<file path="config.mk">
export PLATFORM = sky130hd
export DESIGN_NAME = param_seq_datapath
export DESIGN_NICKNAME = d
export VERILOG_FILES = /design/src/rtl/param_seq_datapath.sv
export SDC_FILE = /design/constraint.sdc
export NUM_CORES = 2
export LEC_CHECK = 0
export BUFFER_PORTS_ARGS = -buffer_cell sky130_fd_sc_hd__buf_2
export CORE_MARGIN = 4
export CORE_UTILIZATION = 65
export CTS_CLUSTER_DIAMETER = 40
export DETAILED_ROUTE_END_ITERATION = 10
export PLACE_DENSITY_LB_ADDON = 0.08
export SLEW_MARGIN = 0
export SYNTH_ARGS = -nofsm -noshare
export SYNTH_HDL_FRONTEND = slang
export SYNTH_SLANG_ARGS = --single-unit
</file>
<file path="constraint.sdc">
create_clock -name clock_i -period 11.13 [get_ports clock_i]
set_input_delay 1.113 -clock clock_i [delete_from_list [all_inputs] [get_ports clock_i]]
set_output_delay 1.113 -clock clock_i [all_outputs]
set_load 0.005 [all_outputs]
</file>
<file path="src/rtl/param_seq_datapath.sv">
// Parametrised single-bus datapath with a built-in micro-sequencer for one ALU op (IDLE/TA/TB/TC/TD/DONE).
// Optional build macro DP_R0_ZERO_EN: R0 reads as zero and ignores writes.
module param_seq_datapath #(
    parameter int DATA_WIDTH = 32,
    parameter int NUM_REGS   = 16,
    localparam int RA_W      = $clog2(NUM_REGS)
) (
    input  logic                  clock_i,
    input  logic                  clear_i,
    input  logic                  start_i,
    input  logic [3:0]            op_i,
    input  logic [RA_W-1:0]       ra_i,
    input  logic [RA_W-1:0]       rb_i,
    input  logic [RA_W-1:0]       rc_i,
    input  logic                  imm_sel_i,
    input  logic [DATA_WIDTH-1:0] imm_i,
    input  logic                  ld_en_i,
    input  logic [RA_W-1:0]       ld_addr_i,
    input  logic [DATA_WIDTH-1:0] ld_data_i,
    input  logic [RA_W-1:0]       dbg_addr_i,
    output logic [DATA_WIDTH-1:0] dbg_data_o,
    output logic                  busy_o,
    output logic                  done_o,
    output logic [DATA_WIDTH-1:0] result_o,
    output logic [DATA_WIDTH-1:0] hi_out_o,
    output logic [DATA_WIDTH-1:0] lo_out_o,
    output logic [DATA_WIDTH-1:0] bus_out_o
);

    localparam int SH_W = $clog2(DATA_WIDTH);

`ifdef DP_R0_ZERO_EN
    localparam bit R0_ZERO = 1'b1;
`else
    localparam bit R0_ZERO = 1'b0;
`endif

    localparam logic [3:0] OP_ADD = 4'd0;
    localparam logic [3:0] OP_SUB = 4'd1;
    localparam logic [3:0] OP_AND = 4'd2;
    localparam logic [3:0] OP_OR  = 4'd3;
    localparam logic [3:0] OP_XOR = 4'd4;
    localparam logic [3:0] OP_SHL = 4'd5;
    localparam logic [3:0] OP_SHR = 4'd6;
    localparam logic [3:0] OP_MUL = 4'd7;
    localparam logic [3:0] OP_NOT = 4'd8;

    typedef enum logic [2:0] {
        S_IDLE = 3'd0,
        S_TA   = 3'd1,
        S_TB   = 3'd2,
        S_TC   = 3'd3,
        S_TD   = 3'd4,
        S_DONE = 3'd5
    } state_t;

    state_t                  state_q, state_d;
    logic [3:0]              op_q;
    logic [RA_W-1:0]         ra_q, rb_q, rc_q;
    logic                    imm_sel_q;
    logic [DATA_WIDTH-1:0]   imm_q, y_q, hi_q, lo_q;
    logic [2*DATA_WIDTH-1:0] z_q, alu_s;
    logic [DATA_WIDTH-1:0]   gpr_q [NUM_REGS];
    logic                    busy_q, done_q;
    logic [DATA_WIDTH-1:0]   bus_s;
    logic                    wr_req_s, wr_en_s;
    logic [RA_W-1:0]         wr_addr_s;
    logic [DATA_WIDTH-1:0]   wr_data_s;

    function automatic logic [DATA_WIDTH-1:0] gpr_rd(input logic [RA_W-1:0] addr,
                                                     input logic [DATA_WIDTH-1:0] val);
        if (R0_ZERO && (addr == {RA_W{1'b0}})) begin
            return {DATA_WIDTH{1'b0}};
        end else begin
            return val;
        end
    endfunction

    function automatic logic [2*DATA_WIDTH-1:0] alu(input logic [3:0] op,
                                                    input logic [DATA_WIDTH-1:0] a,
                                                    input logic [DATA_WIDTH-1:0] b);
        logic [SH_W-1:0]         amt;
        logic [2*DATA_WIDTH-1:0] ax, bx;
        amt = b[SH_W-1:0];
        ax  = {{DATA_WIDTH{a[DATA_WIDTH-1]}}, a};
        bx  = {{DATA_WIDTH{b[DATA_WIDTH-1]}}, b};
        case (op)
            OP_ADD:  return {{DATA_WIDTH{1'b0}}, a + b};
            OP_SUB:  return {{DATA_WIDTH{1'b0}}, a - b};
            OP_AND:  return {{DATA_WIDTH{1'b0}}, a & b};
            OP_OR:   return {{DATA_WIDTH{1'b0}}, a | b};
            OP_XOR:  return {{DATA_WIDTH{1'b0}}, a ^ b};
            OP_SHL:  return {{DATA_WIDTH{1'b0}}, a << amt};
            OP_SHR:  return {{DATA_WIDTH{1'b0}}, a >> amt};
            // Sign-extended operands make the truncated product the exact signed result.
            OP_MUL:  return ax * bx;
            OP_NOT:  return {{DATA_WIDTH{1'b0}}, ~b};
            default: return {2*DATA_WIDTH{1'b0}};
        endcase
    endfunction

    // Shared bus source selected by the current T-state.
    always_comb begin
        bus_s = {DATA_WIDTH{1'b0}};
        case (state_q)
            S_TA:    bus_s = gpr_rd(ra_q, gpr_q[ra_q]);
            S_TB:    bus_s = imm_sel_q ? imm_q : gpr_rd(rb_q, gpr_q[rb_q]);
            S_TC:    bus_s = z_q[DATA_WIDTH-1:0];
            S_TD:    bus_s = z_q[2*DATA_WIDTH-1:DATA_WIDTH];
            default: bus_s = {DATA_WIDTH{1'b0}};
        endcase
    end

    assign alu_s = alu(op_q, y_q, bus_s);

    // Sequencer next state and the single GPR write port (direct load or TC writeback).
    always_comb begin
        state_d   = state_q;
        wr_req_s  = 1'b0;
        wr_addr_s = rc_q;
        wr_data_s = bus_s;
        case (state_q)
            S_IDLE: begin
                if (start_i) begin
                    state_d = S_TA;
                end else if (ld_en_i) begin
                    wr_req_s  = 1'b1;
                    wr_addr_s = ld_addr_i;
                    wr_data_s = ld_data_i;
                end else begin
                    state_d = S_IDLE;
                end
            end
            S_TA: state_d = S_TB;
            S_TB: state_d = S_TC;
            S_TC: begin
                if (op_q == OP_MUL) begin
                    state_d = S_TD;
                end else begin
                    state_d  = S_DONE;
                    wr_req_s = 1'b1;
                end
            end
            S_TD:    state_d = S_DONE;
            S_DONE:  state_d = S_IDLE;
            default: state_d = S_IDLE;
        endcase
        wr_en_s = wr_req_s && !(R0_ZERO && (wr_addr_s == {RA_W{1'b0}}));
    end

    // Sequencer, operand latches, Y/Z/HI/LO and registered status outputs.
    always_ff @(posedge clock_i) begin
        if (clear_i) begin
            state_q   <= S_IDLE;
            busy_q    <= 1'b0;
            done_q    <= 1'b0;
            op_q      <= 4'd0;
            ra_q      <= {RA_W{1'b0}};
            rb_q      <= {RA_W{1'b0}};
            rc_q      <= {RA_W{1'b0}};
            imm_sel_q <= 1'b0;
            imm_q     <= {DATA_WIDTH{1'b0}};
            y_q       <= {DATA_WIDTH{1'b0}};
            z_q       <= {2*DATA_WIDTH{1'b0}};
            hi_q      <= {DATA_WIDTH{1'b0}};
            lo_q      <= {DATA_WIDTH{1'b0}};
        end else begin
            state_q <= state_d;
            busy_q  <= (state_d != S_IDLE);
            done_q  <= (state_d == S_DONE);
            if (state_q == S_IDLE && start_i) begin
                op_q      <= op_i;
                ra_q      <= ra_i;
                rb_q      <= rb_i;
                rc_q      <= rc_i;
                imm_sel_q <= imm_sel_i;
                imm_q     <= imm_i;
            end
            if (state_q == S_TA) y_q <= bus_s;
            if (state_q == S_TB) z_q <= alu_s;
            if (state_q == S_TC && op_q == OP_MUL) lo_q <= bus_s;
            if (state_q == S_TD) hi_q <= bus_s;
        end
    end

    // General-purpose register file.
    always_ff @(posedge clock_i) begin
        if (clear_i) begin
            for (int i = 0; i < NUM_REGS; i++) begin
                gpr_q[i] <= {DATA_WIDTH{1'b0}};
            end
        end else if (wr_en_s) begin
            gpr_q[wr_addr_s] <= wr_data_s;
        end
    end

    assign dbg_data_o = gpr_rd(dbg_addr_i, gpr_q[dbg_addr_i]);
    assign busy_o     = busy_q;
    assign done_o     = done_q;
    assign result_o   = z_q[DATA_WIDTH-1:0];
    assign hi_out_o   = hi_q;
    assign lo_out_o   = lo_q;
    assign bus_out_o  = bus_s;

endmodule

</file>
==> summary.md <==
| Metric | Value |
|---|---|
| Status | finished, final reports clean |
| Internal Pwr Total | 6770 uW |
| Leading register cell type out of synthesis | edfxtp_1 |
| Die ar. | 131000 um^2 |
| GR Util met3 | 22.1% |
| CTS clk-pin slew, worst paths | 60 ps |
| Max Root-Sink Buffers | 3 |
| CP max FO | 27 |
| Worst hold path type | reg -> reg |
| Met2 Usage GRT | 77.5% |
| Post-Synth Simple-Gate Area | 12.3% |
| Starting DRT DRC Count | 11600 |
| Global placer's final weighted congestion | 1.05 |
| Nets | 9655 |
| Most common cell on crit path | fa_1 |
| Leak | 0.0384 uW |
| Initial antenna violation count | 23 |
| Area of placed instances | 85000 um^2 |
| Core ar. | 124000 um^2 |
| Fill count | 8883 |
| Pre-CTS setup slack | 191 ps |
| Antenna-violating nets left | 0 |
| Ports | 255 |
| R2R Setup Slk | 90 ps |
| Hold Violations, Final | 0 |
| Worst-Skew Late Latency | 800 ps |
| Net Sw Power | 4710 uW |
| Maxcap violations | 0 |
| Die Ht | 362 um |
| Final period util | 99.2% |
| Cts hold-fix bufs | 0 |
| Critical Path Slowest Stage Cell | o22ai_1 |
| Rel. slew slack | 4.47% |
| Final min period | 11040 ps |
| Critical Path End Type | register |
| Mapped Nets | 9581 |
| Vias in the first global route | 72900 |
| Sequential area share after synthesis | 24.3% |
| Netlist cell types | 115 |
| CP max stage delay | 890 ps |
| Fraction of layout cells with a size suffix above 1 | 16.1% |
| Post-synthesis xor/xnor area fraction | 1.32% |
| Mux cell area share after synthesis | 13.7% |
| Initial Util | 65.7% |
| Post-synthesis average cell area | 10.1 um^2 |
| H-tree lvl count | 3 |
| Max Slew Vio Count | 0 |
| Via count | 71300 |
| Clk pwr share | 32.9% |
| Vias per inst | 7.17 |
| Complex-gate fraction of the synthesized area | 8.80% |
| Sw Share | 41.0% |
| RSZ-0062 raised after global routing | no |
| Die X | 362 um |
| Data required, critical path | 11730 ps |
| Clk_skew | 73.5 ps |
| Setup TNS | 0 ps |
| Syn-to-layout area delta | 9.24% |
| Post-synth EDFFs | 512 |
| Fmax | 0.0906 GHz |
| GRT Resource Usage Total | 54.6% |
| CP arrival | 11640 ps |
| Port Buf Inserts | 254 |
| Worst-Margin Slew | 1420 ps |
| DRT Pass-1 Iters | 8 |
| Cell area after synthesis | 81600 um^2 |
| Post-Route Utilization | 71.8% |
| Most frequent cells in the layout | nor2_1 (1208), fa_1 (1081), inv_1 (1061), nand2_1 (903), edfxtp_1 (512) |
| Largest net degree at the start of global routing | 98 |
| Cells after Synth | 8122 |
| Clock tree from TritonCTS | built |
| Avg WL per Cell | 36.0 um |
| Logic pwr share | 39.5% |
| Peak supply drop | 0.215 mV |
| Seq pwr share | 27.6% |
| Gr ovfl total | 0 |
| DP Wirelength | 249 mm |
| Startpoint Class | register |
| M1 GR Usage | 63.9% |
| First-pass GRT wire length | 507 mm |
| Most common cell after layout, fill and taps aside | nor2_1 |
| WHS | 450 ps |
| Adder-cell area share of the yosys netlist | 30.9% |
| Post-synthesis register bit count | 734 |
| Largest family of logic cells by synthesized area | adder cells |
| Total CTS buffers | 114 |
| PnR worst setup slack | 88.4 ps |
| Synth warn | 0 |
| Post-Layout Inst Area | 89200 um^2 |
| CTS Sinks | 734 |
| CTS Root Cell | clkbuf_16 |
| Row count | 129 |
| Detailed-route wire length | 358 mm |
| Final Setup Violations | 0 |
| GRT busiest layer | met2 |
| Critical path class | reg -> reg |
| DRC Markers | 0 |
| Pwr/cell area | 129 nW/um^2 |
| Ys async rst share | 0% |
## layout make-up
| class | instances | area (um^2) | area share (%) |
|---|---|---|---|
| multi-input cells | 5650 | 55000 | 61.7 |
| flip-flops and latches | 734 | 19800 | 22.2 |
| inverters | 1102 | 4170 | 4.68 |
| repair buffers | 594 | 4070 | 4.56 |
| clock buffers | 130 | 2980 | 3.34 |
| well taps | 1637 | 2050 | 2.30 |
| clock inverters | 84 | 1030 | 1.15 |
| diodes | 14 | 35.0 | 0.0393 |
## cells by family (layout without fill, tap and decap cells)
group	after synthesis	in the layout
adder cells (fa/ha/maj)	1366	1366
AO/OA/AOI/OAI	1080	1080
flip-flops	734	734
other	0	14
multiplexers	638	638
buffers and inverters	1738	1910
XOR/XNOR	123	123
AND/OR/NAND/NOR	2443	2443
## what timing repair did
item / CTS / global route
setup buffers: 0 / 8
endpoints found under the setup margin: 0 / 23
gates resized for setup: 0 / 19
## layer usage
layer	wire length, um	share of wire [%]	vias up
li1	-	-	27200
met1	107000	30	34600
met2	147000	41	7185
met3	60400	17	2248
met4	43300	12	26
met5	248	0.069	-
## cell usage after synthesis (70+ instances only)
library cell	count	area share [%]
a211oi_1	98	0.90
a21oi_1	293	1.8
nand2_1	915	4.2
edfxtp_1	512	19
o21ai_0	183	1.1
mux4_2	357	9.8
a22oi_1	70	0.64
nor2_1	1211	5.6
clkbuf_1	415	1.9
ha_1	283	4.3
inv_1	1066	4.9
xnor2_1	88	0.94
fa_1	1083	27
mux2i_1	230	2.8
dfxtp_1	222	5.4
## worst paths after layout
check | startpoint | end | cells past startpoint
max reg2reg | state_q[0] | z_q[60] | 28
min reg2reg | hi_out_o[20] | hi_out_o[20] | 2
max | state_q[0] | z_q[60] | 28
min | hi_out_o[20] | hi_out_o[20] | 2
## worst max-delay path, delay by kind of cell (launching register included)
family / cells / cell delay (ps)
xor+xnor: 1 / 170
buf+inv: 4 / 1320
flops: 1 / 530
fa+ha+maj: 9 / 4400
compound gates: 10 / 3290
simple gates: 4 / 1110
## stage by stage
stage,instances,power [uW]
global route,9933,11700
detailed placement,9709,7450
floorplan,8122,5820
global placement,9709,7400
finish,9945,11500
CTS,9923,11200
## flip-flops by register name, summed over array words and instances (netlist names), named ones only
name,count
lo_out_o,32
rc_q,4
state_q,3
ra_q,4
done_o,1
op_q,4
imm_sel_q,1
y_q,32
hi_out_o,32
gpr_q,512
busy_o,1
z_q,64
rb_q,4
imm_q,32
## power by group through the flow
stage / logic [uW] / registers, uW / clock network [uW]
floorplan: 2690 / 3130 / 0
global placement: 4210 / 3190 / 0
detailed placement: 4250 / 3200 / 0
CTS: 4300 / 3150 / 3750
global route: 4680 / 3160 / 3870
finish: 4530 / 3160 / 3780
No activity file was read; power rests on OpenSTA's default activity.
